`src/rtl/jtag_dp_sequencer_pkg.sv`:
```
// Shared jtagIF command/ack encodings, sequencer state encodings and the
// command-field bundle the sequencer presents to jtagIF.
package jtag_dp_sequencer_pkg;

  localparam logic [1:0] JTAG_CMD_IR     = 2'd0;
  localparam logic [1:0] JTAG_CMD_TFR    = 2'd1;
  localparam logic [1:0] JTAG_CMD_READID = 2'd3;

  localparam logic [2:0] ACK_OK   = 3'b010;
  localparam logic [2:0] ACK_WAIT = 3'b001;

  localparam logic [1:0] DP_RDBUFF = 2'b11;

  // Each *_WT state is encoded as its *_GO state plus one.
  localparam logic [2:0] ST_IDLE   = 3'd0;
  localparam logic [2:0] ST_IR_GO  = 3'd1;
  localparam logic [2:0] ST_IR_WT  = 3'd2;
  localparam logic [2:0] ST_TFR_GO = 3'd3;
  localparam logic [2:0] ST_TFR_WT = 3'd4;
  localparam logic [2:0] ST_RB_GO  = 3'd5;
  localparam logic [2:0] ST_RB_WT  = 3'd6;
  localparam logic [2:0] ST_RESP   = 3'd7;

  typedef struct packed {
    logic [1:0]  cmd;
    logic [1:0]  addr32;
    logic        rnw;
    logic        apndp;
    logic [31:0] dwrite;
  } jtag_cmd_t;

  function automatic jtag_cmd_t ir_cmd(input logic [3:0] ir);
    jtag_cmd_t c;
    c.cmd    = JTAG_CMD_IR;
    c.addr32 = 2'b00;
    c.rnw    = 1'b0;
    c.apndp  = 1'b0;
    c.dwrite = {28'b0, ir};
    return c;
  endfunction

  function automatic jtag_cmd_t tfr_cmd(input logic apndp, input logic rnw,
                                        input logic [1:0] addr32, input logic [31:0] wdata);
    jtag_cmd_t c;
    c.cmd    = JTAG_CMD_TFR;
    c.addr32 = addr32;
    c.rnw    = rnw;
    c.apndp  = apndp;
    c.dwrite = rnw ? 32'h0 : wdata;
    return c;
  endfunction

  function automatic jtag_cmd_t rb_cmd();
    return tfr_cmd(1'b0, 1'b1, DP_RDBUFF, 32'h0);
  endfunction

  function automatic logic [7:0] sat_inc8(input logic [7:0] v);
    return (v == 8'hFF) ? v : v + 8'd1;
  endfunction

endpackage

```
`src/rtl/jtag_dp_sequencer.sv`:
```
// Runs one host DP/AP access through jtagIF: IR select, transfer with WAIT
// retry, RDBUFF completion of posted AP reads, then a single response strobe.
module jtag_dp_sequencer
  import jtag_dp_sequencer_pkg::*;
#(
  parameter int unsigned MAX_WAIT_RETRY = 16,
  parameter logic [3:0]  IR_DPACC       = 4'hA,
  parameter logic [3:0]  IR_APACC       = 4'hB
) (
  input  logic        clk,
  input  logic        rst_n,
  input  logic [2:0]  cfg_dev,
  input  logic [2:0]  cfg_ndevs,
  input  logic [29:0] cfg_irlenx,
  input  logic        req_valid,
  output logic        req_ready,
  input  logic        req_apndp,
  input  logic        req_rnw,
  input  logic [1:0]  req_addr32,
  input  logic [31:0] req_wdata,
  output logic        rsp_valid,
  output logic [2:0]  rsp_ack,
  output logic [31:0] rsp_rdata,
  output logic [7:0]  rsp_retries,
  output logic [1:0]  cmd,
  output logic [1:0]  addr32,
  output logic        rnw,
  output logic        apndp,
  output logic [31:0] dwrite,
  output logic        go,
  output logic [2:0]  dev,
  output logic [2:0]  ndevs,
  output logic [29:0] irlenx,
  input  logic [2:0]  ack,
  input  logic [31:0] dread,
  input  logic        done
);

  logic [2:0]  state;
  jtag_cmd_t   cur;
  logic        a_apndp;
  logic        a_rnw;
  logic [1:0]  a_addr32;
  logic [31:0] a_wdata;
  logic        ir_valid;
  logic [3:0]  ir_cached;
  logic [2:0]  ir_dev;
  logic        rb_after_ir;
  logic [7:0]  retry_cnt;

  logic [3:0]  req_ir;
  logic        ir_needed;
  logic        can_retry;
  logic        ap_read;

  assign req_ir    = req_apndp ? IR_APACC : IR_DPACC;
  assign ir_needed = !ir_valid || (ir_cached != req_ir) || (ir_dev != cfg_dev);
  assign can_retry = 32'(retry_cnt) < MAX_WAIT_RETRY;
  assign ap_read   = a_apndp && a_rnw;

  assign cmd    = cur.cmd;
  assign addr32 = cur.addr32;
  assign rnw    = cur.rnw;
  assign apndp  = cur.apndp;
  assign dwrite = cur.dwrite;
  assign ndevs  = cfg_ndevs;
  assign irlenx = cfg_irlenx;

  // GO holds go high until jtagIF leaves idle (done=0); WT waits for done=1
  // and consumes ack/dread in that cycle. cur stays put across the pair.
  always_ff @(posedge clk or negedge rst_n) begin
    if (!rst_n) begin
      state       <= ST_IDLE;
      cur         <= '0;
      go          <= 1'b0;
      dev         <= 3'd0;
      req_ready   <= 1'b1;
      rsp_valid   <= 1'b0;
      rsp_ack     <= 3'd0;
      rsp_rdata   <= 32'h0;
      rsp_retries <= 8'd0;
      a_apndp     <= 1'b0;
      a_rnw       <= 1'b0;
      a_addr32    <= 2'b00;
      a_wdata     <= 32'h0;
      ir_valid    <= 1'b0;
      ir_cached   <= 4'h0;
      ir_dev      <= 3'd0;
      rb_after_ir <= 1'b0;
      retry_cnt   <= 8'd0;
    end else begin
      rsp_valid <= 1'b0;
      case (state)
        ST_IDLE: begin
          if (req_valid) begin
            a_apndp     <= req_apndp;
            a_rnw       <= req_rnw;
            a_addr32    <= req_addr32;
            a_wdata     <= req_wdata;
            dev         <= cfg_dev;
            retry_cnt   <= 8'd0;
            rb_after_ir <= 1'b0;
            req_ready   <= 1'b0;
            go          <= 1'b1;
            if (ir_needed) begin
              cur   <= ir_cmd(req_ir);
              state <= ST_IR_GO;
            end else begin
              cur   <= tfr_cmd(req_apndp, req_rnw, req_addr32, req_wdata);
              state <= ST_TFR_GO;
            end
          end
        end
        ST_IR_GO, ST_TFR_GO, ST_RB_GO: begin
          if (!done) begin
            go    <= 1'b0;
            state <= state + 3'd1;
          end
        end
        ST_IR_WT: begin
          if (done) begin
            ir_valid  <= 1'b1;
            ir_cached <= cur.dwrite[3:0];
            ir_dev    <= dev;
            go        <= 1'b1;
            if (rb_after_ir) begin
              cur   <= rb_cmd();
              state <= ST_RB_GO;
            end else begin
              cur   <= tfr_cmd(a_apndp, a_rnw, a_addr32, a_wdata);
              state <= ST_TFR_GO;
            end
          end
        end
        ST_TFR_WT, ST_RB_WT: begin
          if (done) begin
            if (ack == ACK_WAIT && can_retry) begin
              retry_cnt <= sat_inc8(retry_cnt);
              go        <= 1'b1;
              state     <= state - 3'd1;
            end else if (ack == ACK_OK && state == ST_TFR_WT && ap_read) begin
              // The posted AP read result is collected from DP RDBUFF, which needs DPACC.
              go <= 1'b1;
              if (ir_cached == IR_DPACC) begin
                cur   <= rb_cmd();
                state <= ST_RB_GO;
              end else begin
                cur         <= ir_cmd(IR_DPACC);
                rb_after_ir <= 1'b1;
                state       <= ST_IR_GO;
              end
            end else begin
              rsp_ack     <= ack;
              rsp_rdata   <= (ack == ACK_OK && a_rnw) ? dread : 32'h0;
              rsp_retries <= retry_cnt;
              rsp_valid   <= 1'b1;
              state       <= ST_RESP;
            end
          end
        end
        ST_RESP: begin
          req_ready <= 1'b1;
          state     <= ST_IDLE;
        end
        default: state <= ST_IDLE;
      endcase
    end
  end

endmodule
```
`config.mk`:
```
export PLATFORM = sky130hd
export DESIGN_NAME = jtag_dp_sequencer
export DESIGN_NICKNAME = d
export VERILOG_FILES = /design/src/rtl/jtag_dp_sequencer_pkg.sv /design/src/rtl/jtag_dp_sequencer.sv
export SDC_FILE = /design/constraint.sdc
export NUM_CORES = 1
export LEC_CHECK = 0
export ABC_AREA = 1
export BUFFER_PORTS_ARGS = -buffer_cell sky130_fd_sc_hd__buf_2
export CAP_MARGIN = 20
export CORE_MARGIN = 10
export CORE_UTILIZATION = 30
export DETAILED_ROUTE_END_ITERATION = 8
export GPL_ROUTABILITY_DRIVEN = 0
export RECOVER_POWER = 100
export SYNTH_ARGS = -nofsm -noshare
export SYNTH_HDL_FRONTEND = slang
export SYNTH_SLANG_ARGS = --single-unit
export TNS_END_PERCENT = 5
```
`constraint.sdc`:
```
create_clock -name clk -period 1.8 [get_ports clk]
set_clock_uncertainty 0.15 [all_clocks]
set_input_delay 0.36 -clock clk [delete_from_list [all_inputs] [get_ports clk]]
set_output_delay 0.36 -clock clk [all_outputs]
set_load 0.01 [all_outputs]
```
Word level (Yosys, flattened, before mapping)
Cells that the tools add are included.
{"block": "totals", "inputBits": 111, "ff_bits": 143, "word_cells": 121}
{"block": "classes", "reduce_logical": 24, "muxes": 46, "n_addsub": 3, "n_lt_le_gt_ge": 1, "n_eq_ne": 23, "n_bitwise": 2}
{"op": "38-bit 2-to-1 mux", "count": 5}
{"op": "38-bit one-hot mux with 3 select lines", "count": 1}
{"op": "32-bit 2-to-1 mux", "count": 3}
{"op": "37-bit 2-to-1 mux", "count": 2}
{"op": "36-bit 2-to-1 mux", "count": 1}
{"op": "8-bit 2-to-1 mux", "count": 4}
{"op": "3-bit 2-to-1 mux", "count": 8}
{"op": "2-bit != test (second input constant)", "count": 9}
{"op": "6-bit AND reduction", "count": 3}
{"op": "1-bit 2-to-1 mux", "count": 16}
{"op": "8-bit one-hot mux with 2 select lines", "count": 1}
{"op": "3-bit one-hot mux with 5 select lines", "count": 1}
{"op": "3-bit equality test (second input constant)", "count": 4}
{"op": "3-bit by 2-bit equality test with 1-bit output (second input constant)", "count": 3}
{"op": "8-bit by 1-bit adder with 8-bit output (second input constant)", "count": 1}
{"op": "8-bit equality test (second input constant)", "count": 1}
{"op": "8-bit by 5-bit less-than comparator with 1-bit output (second input constant)", "count": 1}
{"op": "4-bit AND reduction", "count": 2}
{"op": "3-bit by 1-bit equality test with 1-bit output (second input constant)", "count": 2}
{"op": "2-bit AND reduction", "count": 3}
{"op": "1-bit logical AND", "count": 5}
{"op": "5-bit AND reduction", "count": 1}
{"op": "4-bit equality test (second input constant)", "count": 1}
{"op": "4-bit != test", "count": 1}
{"op": "other kinds (16)", "count": 20}

Logic depth before layout (Yosys ltp)
Gate-level depths: netlist (run 1).
{"block": "depth", "depth_word": 7, "depth_mapped": 12, "ltp_nobuf": 11}

Worst setup path before layout (run 1)
No wires, ideal clock.
{"block": "synth_path", "path_type": "reg-to-reg", "start": "reg state[0]", "end": "reg go", "setup_slack_ns": -0.129, "stages_incl_launch_ff": 8, "t_required_ns": 1.527, "arrival_time_ns": 1.656, "synth_period_minus_slack_ns": 1.929, "path_cell_list": "dfrtp_1 -> ha_1 -> ha_1 -> or2_2 -> a21oi_1 -> inv_1 -> o21ai_0 -> nand2_1"}
{"block": "synth_between", "elab_chain_len": 5, "word_cells_on_any_way": 19, "cone_classes": "eq/ne: 11; mux: 1; reduce/logical: 7"}
{"element": "from (decl)", "line": "jtag_dp_sequencer.sv:39", "source": "logic [2:0] state;"}
{"element": "from (signal assigned)", "line": "jtag_dp_sequencer.sv:117", "source": "state <= state + 3'd1;"}
{"element": "from (signal assigned)", "line": "jtag_dp_sequencer.sv:140", "source": "state <= state - 3'd1;"}
{"element": "3-bit equality test", "line": "jtag_dp_sequencer.sv:93, jtag_dp_sequencer.sv:141"}
{"element": "1-bit logical AND (2 in a row)", "line": "jtag_dp_sequencer.sv:141", "source": "end else if (ack == ACK_OK && state == ST_TFR_WT && ap_read) begin"}
{"element": "3-bit != test (no source line)"}
{"element": "6-bit AND reduction (no source line)"}
{"element": "to (signal assigned)", "line": "jtag_dp_sequencer.sv:125", "source": "go <= 1'b1;"}
{"element": "to (signal assigned)", "line": "jtag_dp_sequencer.sv:139", "source": "go <= 1'b1;"}
{"element": "to (signal assigned)", "line": "jtag_dp_sequencer.sv:143", "source": "go <= 1'b1;"}
{"element": "to (decl)", "line": "jtag_dp_sequencer.sv:30", "source": "output logic go,"}
Several ways; a longest one is shown, not always the timed one.
A chain may end at the register's enable or synchronous reset.

Worst setup path after layout (run 1)
{"block": "layout_path", "start": "reg state[1]", "end": "reg cur, in the netlist dwrite[0]"}
{"block": "layout_between", "elab_chain_len": 5, "word_cells_on_any_way": 15, "cone_classes": "eq/ne: 8; mux: 1; reduce/logical: 6"}
{"element": "3-bit equality test", "line": "jtag_dp_sequencer.sv:93, jtag_dp_sequencer.sv:141"}
{"element": "1-bit logical AND (2 in a row)", "line": "jtag_dp_sequencer.sv:141"}
{"element": "2-bit != test (no source line)"}
{"element": "6-bit AND reduction (no source line)"}
{"element": "to (signal assigned)", "line": "jtag_dp_sequencer.sv:130", "source": "cur <= tfr_cmd(a_apndp, a_rnw, a_addr32, a_wdata);"}
{"element": "to (signal assigned)", "line": "jtag_dp_sequencer.sv:145", "source": "cur <= rb_cmd();"}
{"element": "to (signal assigned)", "line": "jtag_dp_sequencer.sv:148", "source": "cur <= ir_cmd(IR_DPACC);"}
{"element": "to (decl)", "line": "jtag_dp_sequencer.sv:40", "source": "jtag_cmd_t cur;"}
Several ways; a longest one is shown, not always the timed one.

==> qor.csv, run 1 <==
metric,value,unit
synth_adder_area_share,0.01645,
maxSlewViolCount,0,
met1_length,9361,um
final_hold_viol_count,0,
grt_pass1_wl,31570,um
synth_cells,870,
crit_family,simple AND/OR/NAND/NOR gates,
final_area,9100,um2
io_pins,231,
r2r_cells,12,
fp.dieW,171.0,um
yosys_warnings,0,
dpl.hpwl,14190,um
synth_top_family_by_area,simple AND/OR/NAND/NOR gates,
synth_mux_area_frac,0.003291,
critical_path.slowest_cell,dfrtp_2,
die_height,171.0,um
rsz0062_at_grt,yes,
first_iter_violations,315,
htreeDepth,4,
ys_ff_latch,142,
vias,5960,
r2r_slack,-100,ps
clock-sinks,142,
placedCellCount,1298,
violations,negative setup slack,
fill_cells,2356,
crit_path_end_kind,register,
min_to,rsp_rdata[7],
placed_area,8133,um2
cp_num_buf_inv,4,
r2r_end,dwrite[0],
viasPerCell,4.408,
antenna_left,0,
synth_xor_area_frac,0.001280,
worstSkewPairLatency,420,ps
ys_types,32,
cts_made_buffers,17,
io_buffers,163,
finalCritPeriodShare,1.055,
p_per_area,1504,nW/um2
relSlewSlack,0.5998,
worstMarginPinSlew,600.3,ps
die_area,29250,um2
cts.path.max_buffers,2,
routed-wl-met2,8951,um
start_util,0.3032,
period_needed,1899,ps
crit_chain,"inv_2, ha_4, inv_2, nor2_4, nand2_2, nand2_2, nor2_4, nand2_4, inv_8, clkbuf_16, nor2_1, a21oi_1",
cts_tree,yes,
r2r-start,state[1],
synth-simple-area-share,0.2868,
nets,1172,
overflow,0,
dr.pass1.iters,4,
first_global_vias,5866,
tns,-3224,ps
grt_max_degree,53,
crit_type,register to register,
drv_cap,0,
async_flop_share,1.000,
crit_fanout,6,
rows,55,
avgSynthCellArea,7.867,um2
setup-violations-final,81,
synth_edf_count,0,
cts_root_buf,clkbuf_16,
ys.flop_type,dfrtp_1,
post-place-ws,-188.9,ps
vdd_drop_max,0.0005926,V
clkTransAtPathRegs,60,ps
synth-compound-area-share,0.06106,
syn_nets,990,
finalWorstSetupSlack,-99.23,ps
leakagePower,0.004844,uW
antenna_found_initial,3,
startpoint_type,register,
hold_depth,3,
wl_met3,1577,um
status,finished with violations,
top_layer,met5,
netlist_area,6844,um2
crit_path_max_incr_delay,440,ps
wl_per_cell,14.89,um
regArea,3556,um2
hp-start,dread[7],
drive_above_1_share,0.2244,
required,1950,ps
multi_input_area,2739,um2
grt_use_total,0.1351,
worst_ep_arrival_time,2050,ps
core,22570,um2
ys_seq_area_frac,0.5194,
drt-total-wl,20140,um
p_total,13690,uW
drc,0,
min_path_type,primary input to register,
timing.fmax,526.5,MHz
synthToLayoutAreaGrowth,32.96,%
final_cell_count_no_fill,1352,
-- cell type report --
cell class | count | area share
multi-input cells | 585 | 0.3010
repair inverters | 1 | 0.0008250
flip-flops and latches | 142 | 0.3908
clock inverters | 10 | 0.01774
repair buffers | 234 | 0.1680
inverters | 71 | 0.03094
diodes | 2 | 0.0005500
well taps | 285 | 0.03919
clock buffers | 22 | 0.05101
-- repair_timing --
item / 4_1_cts / 5_1_grt
hold buffers: 3 / 0
setup endpoints to repair: 132 / 137
resized for setup: 45 / 52
hold endpoints to repair: 119 / 0
gates cloned: 3 / 2
pin swaps: 13 / 13
setup buffers: 11 / 2
-- power by group --
group	internal, uW	switching [uW]
registers	4110	592
clock network	2400	1370
logic	2220	3010
total	8720	4970
-- sequential cells by signal, indices dropped and copies added (netlist names), 2 cells and up --
| register | flops |
|---|---|
| a_wdata | 32 |
| dwrite | 32 |
| rsp_rdata | 32 |
| retry_cnt | 8 |
| rsp_retries | 8 |
| ir_cached | 4 |
| dev | 3 |
| ir_dev | 3 |
| rsp_ack | 3 |
| state | 3 |
| a_addr32 | 2 |
| addr32 | 2 |
-- synthesized netlist by cell type (2+ instances only) --
library cell,count,area share
ha_1,9,0.016
nand2_1,360,0.20
inv_1,67,0.037
nand4_1,4,0.0037
mux2_2,2,0.0033
nor2_4,3,0.0049
nor2_1,72,0.039
o21ai_1,10,0.0073
buf_1,2,0.0011
nor3_1,3,0.0022
buf_6,7,0.012
a21oi_1,17,0.012
buf_2,9,0.0066
inv_2,3,0.0016
nand3_1,41,0.030
dfrtp_1,141,0.52
nand3_2,2,0.0029
o21ai_0,52,0.038
clkbuf_1,12,0.0066
buf_4,42,0.046
-- logic make-up after synthesis --
group,after synthesis
AOI/OAI and AO/OA,82
xor gates and xnor gates,1
adders and majority gates,9
buffers and inverters,143
DFF,142
muxes,2
other,1
and+or+nand+nor,490
-- worst min-delay path: cells and delay by family --
family	cells	cell delay, ps
buffers and inverters	1	80
AND/OR/NAND/NOR	2	120
-- stage by stage --
step	util	hold slack, ps
2_1_floorplan	-	-85.59
3_3_place_gp	0.3603	78.98
3_5_place_dp	0.3603	83.07
4_1_cts	0.4013	4.153
5_1_grt	0.4029	15.27
6_report	0.4032	25.03
-- layout by cell type (no fill, tap or decap), types with 3 or more instances in the layout --
cell / netlist / layout
buf_4: 42 / 40
a21oi_1: 17 / 13
inv_4: 1 / 3
ha_1: 9 / 5
inv_1: 67 / 59
nor2_2: 1 / 6
clkbuf_1: 12 / 88
o21ai_0: 52 / 27
buf_6: 7 / 9
buf_2: 9 / 77
nand2_4: 0 / 4
nor3_1: 3 / 3
dlygate4sd3_1: 0 / 3
o21ai_1: 10 / 31
clkinv_2: 0 / 3
clkinv_4: 0 / 3
inv_2: 3 / 8
nand2_2: 1 / 12
nor2_1: 72 / 61
nor2_4: 3 / 9
a21oi_2: 0 / 3
nand4_1: 4 / 4
nand2_1: 360 / 345
ha_4: 0 / 3
buf_12: 0 / 13
bufinv_16: 0 / 4
nand3_1: 41 / 41
clkbuf_16: 0 / 19
dfrtp_1: 141 / 140
-- worst max-delay path by stage --
stage,startpoint,endpoint,slack (ps),cells after the start
detailed placement,state[1],dwrite[15],-190,11
global route,state[0],dwrite[1],-170,12
finish,state[1],dwrite[0],-100,12
floorplan,state[0],go,-20,7
CTS,state[1],rsp_rdata[2],-50,11
global placement,state[0],state[0],-180,8
-- per-layer routing --
metal / global-route usage / up-vias
met3: 0.04608 / 21
met1: 0.1737 / 2733
met5: 0 / -
met2: 0.2103 / 179
li1: - / 3025
met4: 0.03894 / 2
Note: power is estimated with default switching activity, not from simulation.
==> inputs of run 2 (changes only) <==
Settings changed: CTS_BUF_LIST set to sky130_fd_sc_hd__clkbuf_16.
==> run 2 against run 1 <==
  * The run still ends with negative setup slack left
  * Final area shrank 2.9%
  * First-iteration DRC count shrank 8.3%
  * Hold slack gained 0.53 ps
  * Setup slack gained 25 ps
  * Critical endpoint is now rsp_rdata[15]
  * Global-route usage shrank 0.29 points
  * Routed wire length shrank 3.5%
  * Sequential power is essentially flat
  * Clock power shrank 3%
==> qor.csv, run 2 (synthesis results as in run 1) <==
metric,value,unit,change
die_height,171.0,um,unchanged
placed_area,8133,um2,unchanged
leakagePower,0.004724,uW,-2.5%
dpl.hpwl,14190,um,unchanged
p_per_area,1482,nW/um2,-1.5%
grt_max_degree,53,,unchanged
final_hold_viol_count,0,,unchanged
clock-sinks,142,,unchanged
crit_path_end_kind,register,,
grt_pass1_wl,30970,um,-1.9%
worst_ep_arrival_time,2020,ps,-30 ps
io_buffers,163,,unchanged
antenna_found_initial,2,,-1
rsz0062_at_grt,yes,,
wl_per_cell,14.49,um,-2.7%
drc,0,,unchanged
required,1950,ps,about the same
final_area,8835,um2,-2.9%
finalWorstSetupSlack,-74.20,ps,+25.03 ps
nets,1162,,-0.85%
period_needed,1874,ps,-25.03 ps
die_area,29250,um2,unchanged
fp.dieW,171.0,um,unchanged
io_pins,231,,unchanged
cts_root_buf,clkbuf_16,,
htreeDepth,4,,unchanged
fill_cells,2382,,+1.1%
cts_made_buffers,17,,unchanged
setup-violations-final,58,,-28%
finalCritPeriodShare,1.041,,-0.01391
startpoint_type,register,,
status,finished with violations,,
timing.fmax,533.6,MHz,+1.3%
antenna_left,0,,unchanged
worstSkewPairLatency,410,ps,about the same
clkTransAtPathRegs,60,ps,about the same
viasPerCell,4.383,,-0.57%
post-place-ws,-188.9,ps,unchanged
grt_use_total,0.1322,,-0.002925
synthToLayoutAreaGrowth,29.09,%,
rows,55,,unchanged
overflow,0,,unchanged
vdd_drop_max,0.0006015,V,+1.5%
relSlewSlack,0.5991,,-0.0007760
min_path_type,primary input to register,,
crit_type,register to register,,
cts.path.max_buffers,2,,unchanged
drv_cap,0,,unchanged
violations,negative setup slack,,
start_util,0.3032,,unchanged
final_cell_mix,"348 x nand2_1, 140 x dfrtp_1, 85 x clkbuf_1",,
drive_above_1_share,0.2066,,-0.01778
cts_tree,yes,,
crit_fanout,22,,+16
first_global_vias,5808,,-0.99%
vias,5878,,-1.4%
core,22570,um2,unchanged
first_iter_violations,289,,-8.3%
drt-total-wl,19430,um,-3.5%
worstMarginPinSlew,601.4,ps,+1.164 ps
maxSlewViolCount,0,,unchanged
dr.pass1.iters,5,,+1
mostFrequentLayoutCell,nand2_1,,
run 2: changes by cell type in the layout (fill, tap and decap cells not counted), moves of 4 or more:
cell / change
inv_1: +4
nor2_1: +4
o21ai_0: +15
o21ai_1: -15
run 2: path summary, 6_finish.rpt:
path                            startpoint              to  slack (ps)  depth (start not counted)
worst min-delay path              dread[1]    rsp_rdata[1]          30                          3
min in group asynchronous            rst_n  rsp_retries[1]         340                          2
max in group asynchronous            rst_n      dwrite[28]         270                          3
worst min register to register    ir_valid        ir_valid         320                          2
worst max register to register    state[1]   rsp_rdata[15]         -70                         10
worst max-delay path              state[1]   rsp_rdata[15]         -70                         10
run 2: repair_timing:
item | CTS | global route
pin swaps | 7 | 11
hold buffers | 3 | 0
gates resized for setup | 22 | 33
endpoints found under the hold margin | 119 | 0
cloned | 0 | 1
setup endpoints to repair | 132 | 136
setup buffers | 5 | 1
run 2: final cells by class:
class                      instances  area [um2]  area share
sequential                       142        3556      0.4025
multi-input combinational        585        2684      0.3038
timing repair buffer             224        1344      0.1521
clock buffer                      17       425.4     0.04815
tap                              285       356.6     0.04036
inverter                          71       279.0     0.03158
clock inverter                    15       180.2     0.02039
timing repair inverter             1       7.507   0.0008497
antenna                            1       2.502   0.0002832
run 2: worst max-delay path, stage by stage, from the launching register on:
cell,delay [ps]
dfrtp_2,440
inv_2,100
ha_4,160
nor2_4,50
nor2_4,160
nand3_2,130
nor2_4,220
inv_4,80
buf_12,160
nand2_1,60
nand2_1,50
run 2: where the power goes:
group | leakage (uW) | internal [uW] | switching, uW
combinational | 0.00256 | 1940 | 2830
sequential | 0.00186 | 4100 | 562
clock | 0.000309 | 2290 | 1360
run 2: per-layer routing:
| metal | vias up | track usage | wire length [um] | share of wire |
|---|---|---|---|---|
| met4 | 2 | 0.03856 | 221 | 0.011 |
| li1 | 2992 | - | - | - |
| met2 | 181 | 0.2030 | 8415 | 0.43 |
| met3 | 21 | 0.04608 | 1605 | 0.083 |
| met1 | 2682 | 0.1715 | 9169 | 0.47 |
| met5 | - | 0 | 13 | 0.00067 |
run 2: through the flow:
stage	power, uW	utilization	cells	setup TNS, ps	hold slack, ps
floorplan	7328	-	870	-45.13	-85.59
global placement	9140	0.3603	1298	-6805	78.98
detailed placement	9219	0.3603	1298	-11330	83.07
CTS	13220	0.3928	1338	-2560	4.980
global route	14040	0.3913	1340	-12720	15.17
finish	13100	0.3914	1341	-2844	25.55
==> inputs of run 3 (changes only) <==
Settings changed: CELL_PAD_IN_SITES_DETAIL_PLACEMENT set to 1, CELL_PAD_IN_SITES_GLOBAL_PLACEMENT set to 2, CORE_UTILIZATION 30 to 25, PLACE_DENSITY_LB_ADDON set to 0.1.
==> run 3 against run 2 <==
  * The flow still finishes with violations (negative setup slack)
  * Highest routed layer unchanged
  * Combinational power rose by 11%
  * First-iteration DRC count rose by 1.0%
  * Total power is 4.1% higher
  * Global-route usage up 0.40 points
  * Setup slack worse by 21 ps
  * Fmax is 1.1% lower
  * Clock power barely moved
  * Clock-buffer cell count unchanged
  * Hold slack got worse by 4.4 ps
  * Routed wire length grew 20%
  * Critical path type unchanged
  * Non-clock buffer count up 26
  * Sequential cell count unchanged
==> qor.csv, run 3 (synthesis results as in run 1) <==
metric,value,unit,change
core,26950,um2,+19%
rows,60,,+9.1%
finalWorstSetupSlack,-95.10,ps,-20.90 ps
start_util,0.2539,,-0.04927
required,2010,ps,+60 ps
io_buffers,163,,unchanged
worstMarginPinSlew,705.5,ps,+104.0 ps
grt_max_degree,33,,-38%
clkTransAtPathRegs,60,ps,about the same
antenna_found_initial,2,,unchanged
drv_cap,0,,unchanged
min_path_type,primary input to register,,
overflow,0,,unchanged
crit_path_end_kind,register,,
timing.fmax,527.7,MHz,-1.1%
worst_ep_arrival_time,2100,ps,+80 ps
critical_path.slowest_cell,dfrtp_2,,
final_hold_viol_count,0,,unchanged
cpMostUsedCell,nor2_4,,
crit_path_max_incr_delay,450,ps,about the same
power.share.sequential,0.343,,-0.013
status,finished with violations,,
combPwrFrac,0.390,,+0.025
antenna_left,0,,unchanged
drive_above_1_share,0.2306,,+0.02392
synthToLayoutAreaGrowth,34.88,%,
maxSlewViolCount,0,,unchanged
grt_use_total,0.1362,,+0.003993
swShare,0.3761,,+0.01312
dpl.hpwl,17040,um,+20%
vdd_drop_max,0.0006113,V,+1.6%
switchingPower,5129,uW,+7.9%
internal-power,8508,uW,+2.0%
startpoint_type,register,,
setup-violations-final,90,,+55%
clock-sinks,142,,unchanged
finalCritPeriodShare,1.053,,+0.01161
clock_power_share,0.268,,-0.011
relSlewSlack,0.5297,,-0.06936
rsz0062_at_grt,yes,,
violations,negative setup slack,,
crit_type,register to register,,
viasPerCell,4.309,,-1.7%
crit_chain,"inv_2, ha_4, nor2_4, nor2_4, nand3_2, nor2_4, buf_12, buf_8, nand3_1, nand2_1",,
cts.path.max_buffers,2,,unchanged
cts_root_buf,clkbuf_16,,
wl_per_cell,16.39,um,+13%
cts_made_buffers,17,,unchanged
post-place-ws,-190.7,ps,-1.842 ps
nets,1188,,+2.2%
htreeDepth,4,,unchanged
vias,6123,,+4.2%
period_needed,1895,ps,+20.90 ps
die_area,34390,um2,+18%
crit_fanout,10,,-55%
cts_tree,yes,,
hold_ws,21.19,ps,-4.362 ps
first_iter_violations,292,,+1.0%
leakagePower,0.004870,uW,+3.1%
drc,0,,unchanged
worstSkewPairLatency,420,ps,about the same
fp.dieW,185.5,um,+8.4%
dr.pass1.iters,4,,-1
die_height,185.5,um,+8.4%
grt_pass1_wl,36870,um,+19%
final_cell_mix,"345 x nand2_1, 140 x dfrtp_1, 86 x clkbuf_1",,
io_pins,231,,unchanged
first_global_vias,6523,,+12%
p_per_area,1477,nW/um2,-0.34%
drt-total-wl,23300,um,+20%
antenna_cells,0,,-1
mostFrequentLayoutCell,nand2_1,,
-- run 3: path summary, 6_finish.rpt --
path	depth (start not counted)	from	end	slack, ps
setup / recovery	10	state[1]	rsp_rdata[15]	-100
setup reg to reg	10	state[1]	rsp_rdata[15]	-100
hold / removal	3	dread[7]	rsp_rdata[7]	20
min in group asynchronous	2	rst_n	rsp_retries[1]	370
hold reg to reg	2	rsp_ack[1]	rsp_ack[1]	320
max in group asynchronous	3	rst_n	req_ready	200
-- run 3: repair_timing --
| item | in CTS | in global routing |
|---|---|---|
| setup endpoints to repair | 141 | 138 |
| buffers inserted | 9 | 4 |
| endpoints found under the hold margin | 114 | 0 |
| pin swaps | 6 | 10 |
| cloned | 1 | 1 |
| hold buffers | 9 | 0 |
| gates resized for setup | 24 | 40 |
-- run 3: cell type report --
cell class / instances / area (um2)
sequential: 142 / 3556
tap: 341 / 426.7
timing repair buffer: 250 / 1635
inverter: 71 / 271.5
clock inverter: 14 / 168.9
multi-input combinational: 585 / 2740
clock buffer: 17 / 425.4
timing repair inverter: 1 / 7.507
fill: 3269 / 17720
-- run 3: power groups by stage --
stage	registers, uW	logic [uW]	clock network (uW)
detailed placement	4710	4850	0
floorplan	4780	2550	0
global route	4810	6010	3940
global placement	4690	4780	0
CTS	4660	5100	3790
finish	4670	5320	3650
-- run 3: critical path, delay by kind of cell (launching register included) --
kind,cells,cell delay [ps]
simple gates,6,680
flops,1,450
buf+inv,3,390
fa+ha+maj,1,160
-- run 3: through the flow --
step | TNS [ps] | instance area, um2 | utilization | instances | power, uW
3_3_place_gp | -7767 | 8368 | 0.3105 | 1366 | 9473
2_1_floorplan | -45.13 | 6894 | - | 870 | 7328
6_report | -5536 | 9231 | 0.3425 | 1421 | 13640
3_5_place_dp | -13980 | 8368 | 0.3105 | 1366 | 9562
4_1_cts | -7451 | 9200 | 0.3414 | 1416 | 13550
5_1_grt | -18510 | 9231 | 0.3425 | 1421 | 14760
-- run 3: routing by layer --
layer	up-vias	routed length, um	GRT usage	share of wire
met5	-	26	0	0.0011
met2	163	10250	0.2098	0.44
met3	22	1851	0.04406	0.079
met1	2890	10920	0.1782	0.47
li1	3044	-	-	-
met4	4	246	0.03869	0.011
